--- src/rtl/ie_branch_unit_pkg.sv ---
// ie_branch_unit_pkg: shared status bit indices, op codes, FSM states and helpers
package ie_branch_unit_pkg;

    localparam int C_BIT = 0;
    localparam int Z_BIT = 1;
    localparam int V_BIT = 6;
    localparam int N_BIT = 7;
    localparam int OP_W  = 8;

    typedef enum logic [OP_W-1:0] {
        OP_BCC = 8'h04,
        OP_BCS = 8'h05,
        OP_BEQ = 8'h06,
        OP_BMI = 8'h07,
        OP_BNE = 8'h08,
        OP_BPL = 8'h09,
        OP_BVC = 8'h0A,
        OP_BVS = 8'h0B,
        OP_JMP = 8'h1C
    } op_e;

    typedef enum logic [2:0] {
        S_IDLE,
        S_EVAL,
        S_PENALTY,
        S_PAGEFIX,
        S_RD_LO,
        S_RD_HI,
        S_FIN
    } bu_state_e;

    function automatic logic is_branch(input logic [OP_W-1:0] op);
        return (op >= OP_BCC) && (op <= OP_BVS);
    endfunction

endpackage

--- src/rtl/ie_branch_unit_if.sv ---
// ie_branch_unit_if: request/result and memory-read signals of the branch unit
interface ie_branch_unit_if
    import ie_branch_unit_pkg::*;
#(
    parameter int AW = 16,
    parameter int DW = 8
);
    logic            start;
    logic [OP_W-1:0] op;
    logic            jmp_ind;
    logic [AW-1:0]   operand;
    logic [AW-1:0]   pc_in;
    logic [DW-1:0]   status;
    logic [AW-1:0]   mem_addr;
    logic            mem_rd;
    logic [DW-1:0]   mem_rdata;
    logic            mem_ack;
    logic            busy;
    logic            done;
    logic [AW-1:0]   pc_out;
    logic            pc_load;
    logic            taken;
    logic            err;

    modport master (
        output start, op, jmp_ind, operand, pc_in, status, mem_rdata, mem_ack,
        input  mem_addr, mem_rd, busy, done, pc_out, pc_load, taken, err
    );

    modport slave (
        input  start, op, jmp_ind, operand, pc_in, status, mem_rdata, mem_ack,
        output mem_addr, mem_rd, busy, done, pc_out, pc_load, taken, err
    );
endinterface

--- src/rtl/ie_branch_unit_cond.sv ---
// ie_branch_unit_cond: evaluates a conditional branch code against the P flags
module ie_branch_unit_cond
    import ie_branch_unit_pkg::*;
#(
    parameter int DW = 8
) (
    input  logic [OP_W-1:0] op_i,
    input  logic [DW-1:0]   status_i,
    output logic            cond_o,
    output logic            valid_o
);
    logic unused_status;

    assign unused_status = ^status_i[5:2];
    assign valid_o       = is_branch(op_i);

    // Flag test per branch code; non-branch codes never report a true condition
    always_comb begin
        cond_o = 1'b0;
        case (op_i)
            OP_BCC:  cond_o = !status_i[C_BIT];
            OP_BCS:  cond_o = status_i[C_BIT];
            OP_BEQ:  cond_o = status_i[Z_BIT];
            OP_BNE:  cond_o = !status_i[Z_BIT];
            OP_BMI:  cond_o = status_i[N_BIT];
            OP_BPL:  cond_o = !status_i[N_BIT];
            OP_BVC:  cond_o = !status_i[V_BIT];
            OP_BVS:  cond_o = status_i[V_BIT];
            default: cond_o = 1'b0;
        endcase
    end
endmodule

--- src/rtl/ie_branch_unit.sv ---
// ie_branch_unit: 6502 branch/JMP execute unit with cycle-accurate penalties
module ie_branch_unit
    import ie_branch_unit_pkg::*;
#(
    parameter int AW = 16,
    parameter int DW = 8
) (
    input logic             clk,
    input logic             rst,
    ie_branch_unit_if.slave bus
);
    bu_state_e       state_q;
    logic [OP_W-1:0] op_q;
    logic            jmp_ind_q;
    logic [AW-1:0]   operand_q;
    logic [AW-1:0]   pc_in_q;
    logic [DW-1:0]   status_q;
    logic [AW-1:0]   tgt_q;
    logic [DW-1:0]   lo_q;
    logic [AW-1:0]   mem_addr_q;
    logic            mem_rd_q;
    logic            busy_q;
    logic            done_q;
    logic [AW-1:0]   pc_out_q;
    logic            pc_load_q;
    logic            taken_q;
    logic            err_q;
    logic            cond;
    logic            cond_valid;
    logic            is_jmp;
    logic [AW-1:0]   tgt_d;
    logic [AW-1:0]   hi_addr_d;

    ie_branch_unit_cond #(.DW(DW)) u_cond (
        .op_i     (op_q),
        .status_i (status_q),
        .cond_o   (cond),
        .valid_o  (cond_valid)
    );

    assign is_jmp    = (op_q == OP_JMP);
    assign tgt_d     = pc_in_q + {{(AW-8){operand_q[7]}}, operand_q[7:0]};
    // The 6502 indirect-JMP bug: the pointer's low byte wraps without carrying
    assign hi_addr_d = {operand_q[AW-1:8], operand_q[7:0] + 8'd1};

    assign bus.mem_addr = mem_addr_q;
    assign bus.mem_rd   = mem_rd_q;
    assign bus.busy     = busy_q;
    assign bus.done     = done_q;
    assign bus.pc_out   = pc_out_q;
    assign bus.pc_load  = pc_load_q;
    assign bus.taken    = taken_q;
    assign bus.err      = err_q;

    // Control FSM with registered outputs; FIN doubles as an accept state for back-to-back ops
    always_ff @(posedge clk or posedge rst) begin
        if (rst) begin
            state_q    <= S_IDLE;
            op_q       <= '0;
            jmp_ind_q  <= 1'b0;
            operand_q  <= '0;
            pc_in_q    <= '0;
            status_q   <= '0;
            tgt_q      <= '0;
            lo_q       <= '0;
            mem_addr_q <= '0;
            mem_rd_q   <= 1'b0;
            busy_q     <= 1'b0;
            done_q     <= 1'b0;
            pc_out_q   <= '0;
            pc_load_q  <= 1'b0;
            taken_q    <= 1'b0;
            err_q      <= 1'b0;
        end else begin
            done_q <= 1'b0;
            case (state_q)
                S_IDLE, S_FIN: begin
                    pc_load_q <= 1'b0;
                    taken_q   <= 1'b0;
                    err_q     <= 1'b0;
                    state_q   <= S_IDLE;
                    if (bus.start) begin
                        op_q      <= bus.op;
                        jmp_ind_q <= bus.jmp_ind;
                        operand_q <= bus.operand;
                        pc_in_q   <= bus.pc_in;
                        status_q  <= bus.status;
                        busy_q    <= 1'b1;
                        state_q   <= S_EVAL;
                    end
                end
                S_EVAL: begin
                    if (cond_valid && cond) begin
                        tgt_q   <= tgt_d;
                        state_q <= S_PENALTY;
                    end else if (is_jmp && jmp_ind_q) begin
                        mem_addr_q <= operand_q;
                        mem_rd_q   <= 1'b1;
                        state_q    <= S_RD_LO;
                    end else begin
                        pc_out_q  <= is_jmp ? operand_q : pc_in_q;
                        pc_load_q <= is_jmp;
                        taken_q   <= is_jmp;
                        err_q     <= !is_jmp && !cond_valid;
                        busy_q    <= 1'b0;
                        done_q    <= 1'b1;
                        state_q   <= S_FIN;
                    end
                end
                S_PENALTY, S_PAGEFIX: begin
                    if (state_q == S_PENALTY && tgt_q[AW-1:8] != pc_in_q[AW-1:8]) begin
                        state_q <= S_PAGEFIX;
                    end else begin
                        pc_out_q  <= tgt_q;
                        pc_load_q <= 1'b1;
                        taken_q   <= 1'b1;
                        busy_q    <= 1'b0;
                        done_q    <= 1'b1;
                        state_q   <= S_FIN;
                    end
                end
                S_RD_LO: begin
                    if (mem_rd_q && bus.mem_ack) begin
                        lo_q       <= bus.mem_rdata;
                        mem_rd_q   <= 1'b0;
                        mem_addr_q <= hi_addr_d;
                        state_q    <= S_RD_HI;
                    end
                end
                S_RD_HI: begin
                    if (!mem_rd_q) begin
                        mem_rd_q <= 1'b1;
                    end else if (bus.mem_ack) begin
                        mem_rd_q  <= 1'b0;
                        pc_out_q  <= {bus.mem_rdata, lo_q};
                        pc_load_q <= 1'b1;
                        taken_q   <= 1'b1;
                        busy_q    <= 1'b0;
                        done_q    <= 1'b1;
                        state_q   <= S_FIN;
                    end
                end
                default: state_q <= S_IDLE;
            endcase
        end
    end
endmodule

--- src/flat_wrapper.sv ---
// flat-port wrapper written by rule: the top's interface ports become plain ports
module ie_branch_unit_flat import ie_branch_unit_pkg::*;
#(
    parameter int AW = 16,
    parameter int DW = 8
)
  (clk, rst, bus_start, bus_op, bus_jmp_ind, bus_operand, bus_pc_in, bus_status, bus_mem_rdata, bus_mem_ack, bus_mem_addr, bus_mem_rd, bus_busy, bus_done, bus_pc_out, bus_pc_load, bus_taken, bus_err);
  ie_branch_unit_if #(.AW(AW), .DW(DW)) bus_i ();
  input logic clk;
  input logic rst;
  input wire logic [$bits(bus_i.start)-1:0] bus_start;
  input wire logic [$bits(bus_i.op)-1:0] bus_op;
  input wire logic [$bits(bus_i.jmp_ind)-1:0] bus_jmp_ind;
  input wire logic [$bits(bus_i.operand)-1:0] bus_operand;
  input wire logic [$bits(bus_i.pc_in)-1:0] bus_pc_in;
  input wire logic [$bits(bus_i.status)-1:0] bus_status;
  input wire logic [$bits(bus_i.mem_rdata)-1:0] bus_mem_rdata;
  input wire logic [$bits(bus_i.mem_ack)-1:0] bus_mem_ack;
  output wire logic [$bits(bus_i.mem_addr)-1:0] bus_mem_addr;
  output wire logic [$bits(bus_i.mem_rd)-1:0] bus_mem_rd;
  output wire logic [$bits(bus_i.busy)-1:0] bus_busy;
  output wire logic [$bits(bus_i.done)-1:0] bus_done;
  output wire logic [$bits(bus_i.pc_out)-1:0] bus_pc_out;
  output wire logic [$bits(bus_i.pc_load)-1:0] bus_pc_load;
  output wire logic [$bits(bus_i.taken)-1:0] bus_taken;
  output wire logic [$bits(bus_i.err)-1:0] bus_err;
  assign bus_i.start = bus_start;
  assign bus_i.op = bus_op;
  assign bus_i.jmp_ind = bus_jmp_ind;
  assign bus_i.operand = bus_operand;
  assign bus_i.pc_in = bus_pc_in;
  assign bus_i.status = bus_status;
  assign bus_i.mem_rdata = bus_mem_rdata;
  assign bus_i.mem_ack = bus_mem_ack;
  assign bus_mem_addr = bus_i.mem_addr;
  assign bus_mem_rd = bus_i.mem_rd;
  assign bus_busy = bus_i.busy;
  assign bus_done = bus_i.done;
  assign bus_pc_out = bus_i.pc_out;
  assign bus_pc_load = bus_i.pc_load;
  assign bus_taken = bus_i.taken;
  assign bus_err = bus_i.err;
  ie_branch_unit #(.AW(AW), .DW(DW)) u_core (.clk(clk), .rst(rst), .bus(bus_i));
endmodule
--- config.mk ---
export PLATFORM = sky130hd
export DESIGN_NAME = ie_branch_unit_flat
export DESIGN_NICKNAME = d
export VERILOG_FILES = /design/src/rtl/ie_branch_unit_pkg.sv /design/src/rtl/ie_branch_unit_if.sv /design/src/rtl/ie_branch_unit_cond.sv /design/src/rtl/ie_branch_unit.sv /design/src/flat_wrapper.sv
export SDC_FILE = /design/constraint.sdc
export NUM_CORES = 1
export LEC_CHECK = 0
export ABC_AREA = 1
export BUFFER_PORTS_ARGS = -buffer_cell sky130_fd_sc_hd__buf_2
export CORE_MARGIN = 1
export CORE_UTILIZATION = 50
export DETAILED_ROUTE_END_ITERATION = 8
export HOLD_SLACK_MARGIN = 0.05
export PLACE_DENSITY = 0.83
export SLEW_MARGIN = 25
export SYNTH_ARGS = -nofsm -noshare
export SYNTH_HDL_FRONTEND = slang
export SYNTH_HIERARCHICAL = 1
export SYNTH_SLANG_ARGS = --single-unit
export TNS_END_PERCENT = 20
--- constraint.sdc ---
create_clock -name clk -period 4.2 [get_ports clk]
set_input_delay 1.05 -clock clk [delete_from_list [all_inputs] [get_ports clk]]
set_output_delay 1.05 -clock clk [all_outputs]
set_load 0.05 [all_outputs]
Word level (Yosys, flattened, before mapping):

Cells that the tools add are included.

* reductions and logical operators: 30
* eq/ne operators: 24
* magnitude comparators: 2
* multiplexer cells: 48
* $add $sub $neg: 2

Operator list (count)
* two-way mux 16 bit: 9
* case mux 16 bit (3 select lines): 1
* == test 8 x 3 -> 1 bit, second input constant: 4
* == test 8 x 4 -> 1 bit, second input constant: 4
* case mux 16 bit (2 select lines): 1
* two-way mux 1 bit: 24
* adder 16 bit: 1
* two-way mux 3 bit: 5
* case mux 3 bit (5 select lines): 1
* AND reduction 6 bit: 2
* != test 2 bit, second input constant: 5
* == test 3 bit, second input constant: 3
* adder 8 x 1 -> 8 bit, second input constant: 1
* == test 8 x 5 -> 1 bit, second input constant: 1
* >= comparator 8 x 3 -> 1 bit, second input constant: 1
* less-or-equal comparator 8 x 4 -> 1 bit, second input constant: 1
* != test 8 bit: 1
* case mux 1 bit (4 select lines): 2
* case mux 1 bit (8 select lines): 1
* AND reduction 4 bit: 2
* AND reduction 7 bit: 1
* == test 3 x 2 -> 1 bit, second input constant: 2
* logical AND 1 bit: 6
* logical NOT 1 bit: 6
* 12 further kinds: 21

* register bits: 113
* output and inout bits: 38

Logic depth before layout (Yosys ltp):

* depth in word-level cells: 7
* mapped depth: 15
* depth with buffers taken out: 14

By module:

The synthesis kept the hierarchy.

Modules (own cells, without submodules)
* ie_branch_unit: cells each 743, area each 5998.3 um2, instances 1
* ie_branch_unit_cond: cells each 43, area each 201.4 um2, instances 1

Worst setup path before layout:

OpenSTA, ideal clock, no wires.

* kind: input-to-reg
* start: input port bus_mem_ack
* end: register u_core.pc_out_q[0], in the netlist u_core/bus.pc_out[0]
* required time: 4.082 ns
* slack: 2.231 ns
* stages: 7
* arrival: 1.851 ns
* cell sequence: nand2_1 -> nor2_1 -> a31oi_4 -> nand2_4 -> buf_4 -> nand2_1 -> nand2_1

* cells in the longest elaborated chain, start to end: 2

RTL lines
* from (decl): line flat_wrapper.sv:18 `input wire logic [$bits(bus_i.mem_ack)-1:0] bus_mem_ack;`
* != test 2 bit (no line)
* AND reduction 6 bit (no line)
* to (signal assigned): line ie_branch_unit.sv:101 `pc_out_q <= is_jmp ? operand_q : pc_in_q;`
* to (signal assigned): line ie_branch_unit.sv:114 `pc_out_q <= tgt_q;`
* to (signal assigned): line ie_branch_unit.sv:135 `pc_out_q <= {bus.mem_rdata, lo_q};`
* to (decl): line ie_branch_unit.sv:24 `logic [AW-1:0] pc_out_q;`

Every way passes these cells.
A chain may end at the register's enable or synchronous reset.

Worst setup path after layout:

* start: register u_core.state_q[1]
* end: register u_core.pc_in_q[15]

* cells in the longest elaborated chain, start to end: 3

RTL lines
* from (decl): line ie_branch_unit.sv:12 `bu_state_e state_q;`
* from (signal assigned): line ie_branch_unit.sv:58 `state_q <= S_IDLE;`
* from (signal assigned): line ie_branch_unit.sv:81 `state_q <= S_IDLE;`
* from (signal assigned): line ie_branch_unit.sv:89 `state_q <= S_EVAL;`
* == test 3 bit or logical NOT 3 bit (tied branches): line ie_branch_unit.sv:76 `case (state_q)`
* OR reduction 2 bit (*): line ie_branch_unit.sv:76
* AND reduction 2 bit (no line) (*)
* to (signal assigned): line ie_branch_unit.sv:86 `pc_in_q <= bus.pc_in;`
* to (decl): line ie_branch_unit.sv:16 `logic [AW-1:0] pc_in_q;`

Every way passes the cells marked *; elsewhere a longest branch is shown, timed or not.

==> results.cfg <==
[worst_setup_path]
cp_cell_sequence = inv_1, nor2_2, nor2_1, nand3_2, buf_4, mux2_2
cpLargestDelayFamily = simple AND/OR/NAND/NOR gates
slowest_delay_ns = 0.69
critPathRequiredTime_ns = 4.44
cp.arrival_ns = 2.88
path_max_fanout = 23
worst_path_max_delay_cell = nor2_2
crit_type = reg -> reg
critPathLaunchType = register
critical_path_buf_inv_count = 2
cp-end-kind = register

[grt]
grt_pass1_vias = 5283
track_usage_pct = 25.7
grt_first_pass_wirelength_um = 25200
grt_max_degree = 81
grt-ovfl-total = 0
antenna_found_initial = 0

[sta]
hold_violations = 0
tightest_slew_ns = 0.894
fin_worst_skew_ns = 0.00962
finalMaxSlewViolations = 0
slew_headroom_pct = 40.4
rsz0062_at_grt = false
setup_tns_ns = 0
post-route-min-period_ns = 2.65
finalCritPeriodShare_pct = 63.0
setup_viol = 0
max_freq_mhz = 378

[die]
ios = 99
fp.coreArea_sq_mm = 0.0116
design.die.area_sq_mm = 0.0126
die_h_um = 112
num_rows = 39
die_width_um = 112
initial_core_util_pct = 52.1

[place]
place_area_sq_mm = 0.00661
placedCellCount = 997
dp_hpwl_um = 11100
portBuffers = 94
gp_congestion = 0.938

[cells_and_area]
drive_above_1_share_pct = 17.6
area_growth_pct = 14.7
fin_nets = 943
finish.instance_area_sq_mm = 0.00694
final_cells = 1013
antenna_cells = 0
final_util_pct = 59.8

[run_status]
status = complete, but fails checks
violations = design-rule violations

[yosys]
syn_inst = 778
ys_warn_count = 6
syn_nets = 856
syn_area_sq_mm = 0.00605
synth.avg_cell_area_sq_um = 7.78

[clocking]
hold_buffers = 0
clk_pin_slew_ns = 0.07
insertion_delay_ns = 0.36
htree_levels = 3
cts_tree = done
clock_sinks = 109
ctsResizeCount = 0
cts.path.max_buffers = 2
numCtsBuffers = 9
root_buffer = clkbuf_16
post-cts-setup-buffers = 0

[power_and_ir_drop]
p_int_mw = 3.17
peakVddDrop_mv = 0.461
powerDensity_mw_per_mm2 = 906
pwr-share-clk_pct = 14.8
power_switching_mw = 3.12
cellLeakagePower_nw = 3.69
power_frac_comb_pct = 55.4
power_frac_seq_pct = 29.8
power_mw = 6.29
swShare_pct = 49.6

[run]
maxCapViolCount = 0

[drt]
drt_iter0_markers = 443
viasPerCell = 5.36
drt-total-wl_um = 15000
drt_first_pass_iters = 7
antenna_left = 0
via_count = 5430
drc = 6
wl_per_cell_um = 14.8

[hold_path]
hold_class = reg -> reg
path summary, 6_finish.rpt:
path                                         start                       to  slack, ns  cells past startpoint
max                              u_core/state_q[1]       u_core/pc_in_q[15]       1.55                      6
min                        u_core/bus.mem_addr[10]  u_core/bus.mem_addr[10]       0.47                      2
max reg2reg                      u_core/state_q[1]       u_core/pc_in_q[15]       1.55                      6
min reg2reg                u_core/bus.mem_addr[10]  u_core/bus.mem_addr[10]       0.47                      2
max in group asynchronous                      rst          u_core/bus.done       2.68                      3
min in group asynchronous                      rst      u_core/operand_q[5]       0.81                      2
stage by stage:
step / hold WS, ns / setup WS (ns)
finish: 0.469 / 1.55
global route: 0.491 / 1.38
CTS: 0.472 / 1.60
detailed placement: 0.454 / 1.61
global placement: 0.453 / 1.63
floorplan: 0.442 / 0.276
worst reg2reg max path, cell delays in order (launching register included):
cell	delay, ns
dfrtp_1	0.36
inv_1	0.10
nor2_2	0.69
nor2_1	0.22
nand3_2	0.48
buf_4	0.32
mux2_2	0.35
registers in the layout, indices dropped and copies added (netlist names):
name	count
u_core/bus.mem_addr	16
u_core/bus.pc_out	16
u_core/operand_q	16
u_core/pc_in_q	16
u_core/tgt_q	16
u_core/lo_q	8
u_core/op_q	8
u_core/status_q	4
u_core/state_q	3
u_core/bus.busy	1
u_core/bus.done	1
u_core/bus.err	1
u_core/bus.mem_rd	1
u_core/bus.taken	1
u_core/jmp_ind_q	1
layout by cell type, fill, tap and decap left out, types with 2 or more instances in the layout:
cell,n
nand3_1,72
a21oi_1,47
clkinvlp_4,2
nand2_1,256
o211ai_1,15
dfrtp_1,109
xnor2_1,14
o21ai_1,4
buf_2,94
nand3_2,3
nor2_2,3
nand3b_1,4
inv_2,5
xor2_1,5
ha_1,16
nor3_1,6
nand2_2,2
inv_1,68
o21ai_0,19
clkbuf_16,9
mux2_2,18
nor2_1,67
nand4_1,4
buf_4,7
bufinv_16,2
area by class of cell:
cell class	count	area, sq um
inverter	75	287
timing repair buffer	101	523
clock inverter	5	83.8
fill	1065	4670
tap	143	179
sequential	109	2730
multi-input combinational	569	2900
clock buffer	11	243
power by group through the flow:
stage	clock, mW	sequential, mW	combinational, mW
finish	0.931	1.87	3.48
global route	0.988	1.93	3.89
CTS	0.947	1.87	3.45
detailed placement	0	1.89	3.43
global placement	0	1.87	3.36
floorplan	0	2.37	2.20
per-layer routing:
layer | wire length, um | GRT usage [%]
met3 | 1000 | 6.70
met5 | 0 | 0
met1 | 6510 | 32.8
met2 | 7050 | 41.8
met4 | 432 | 10.5
Power figures use the tool's default switching activity.
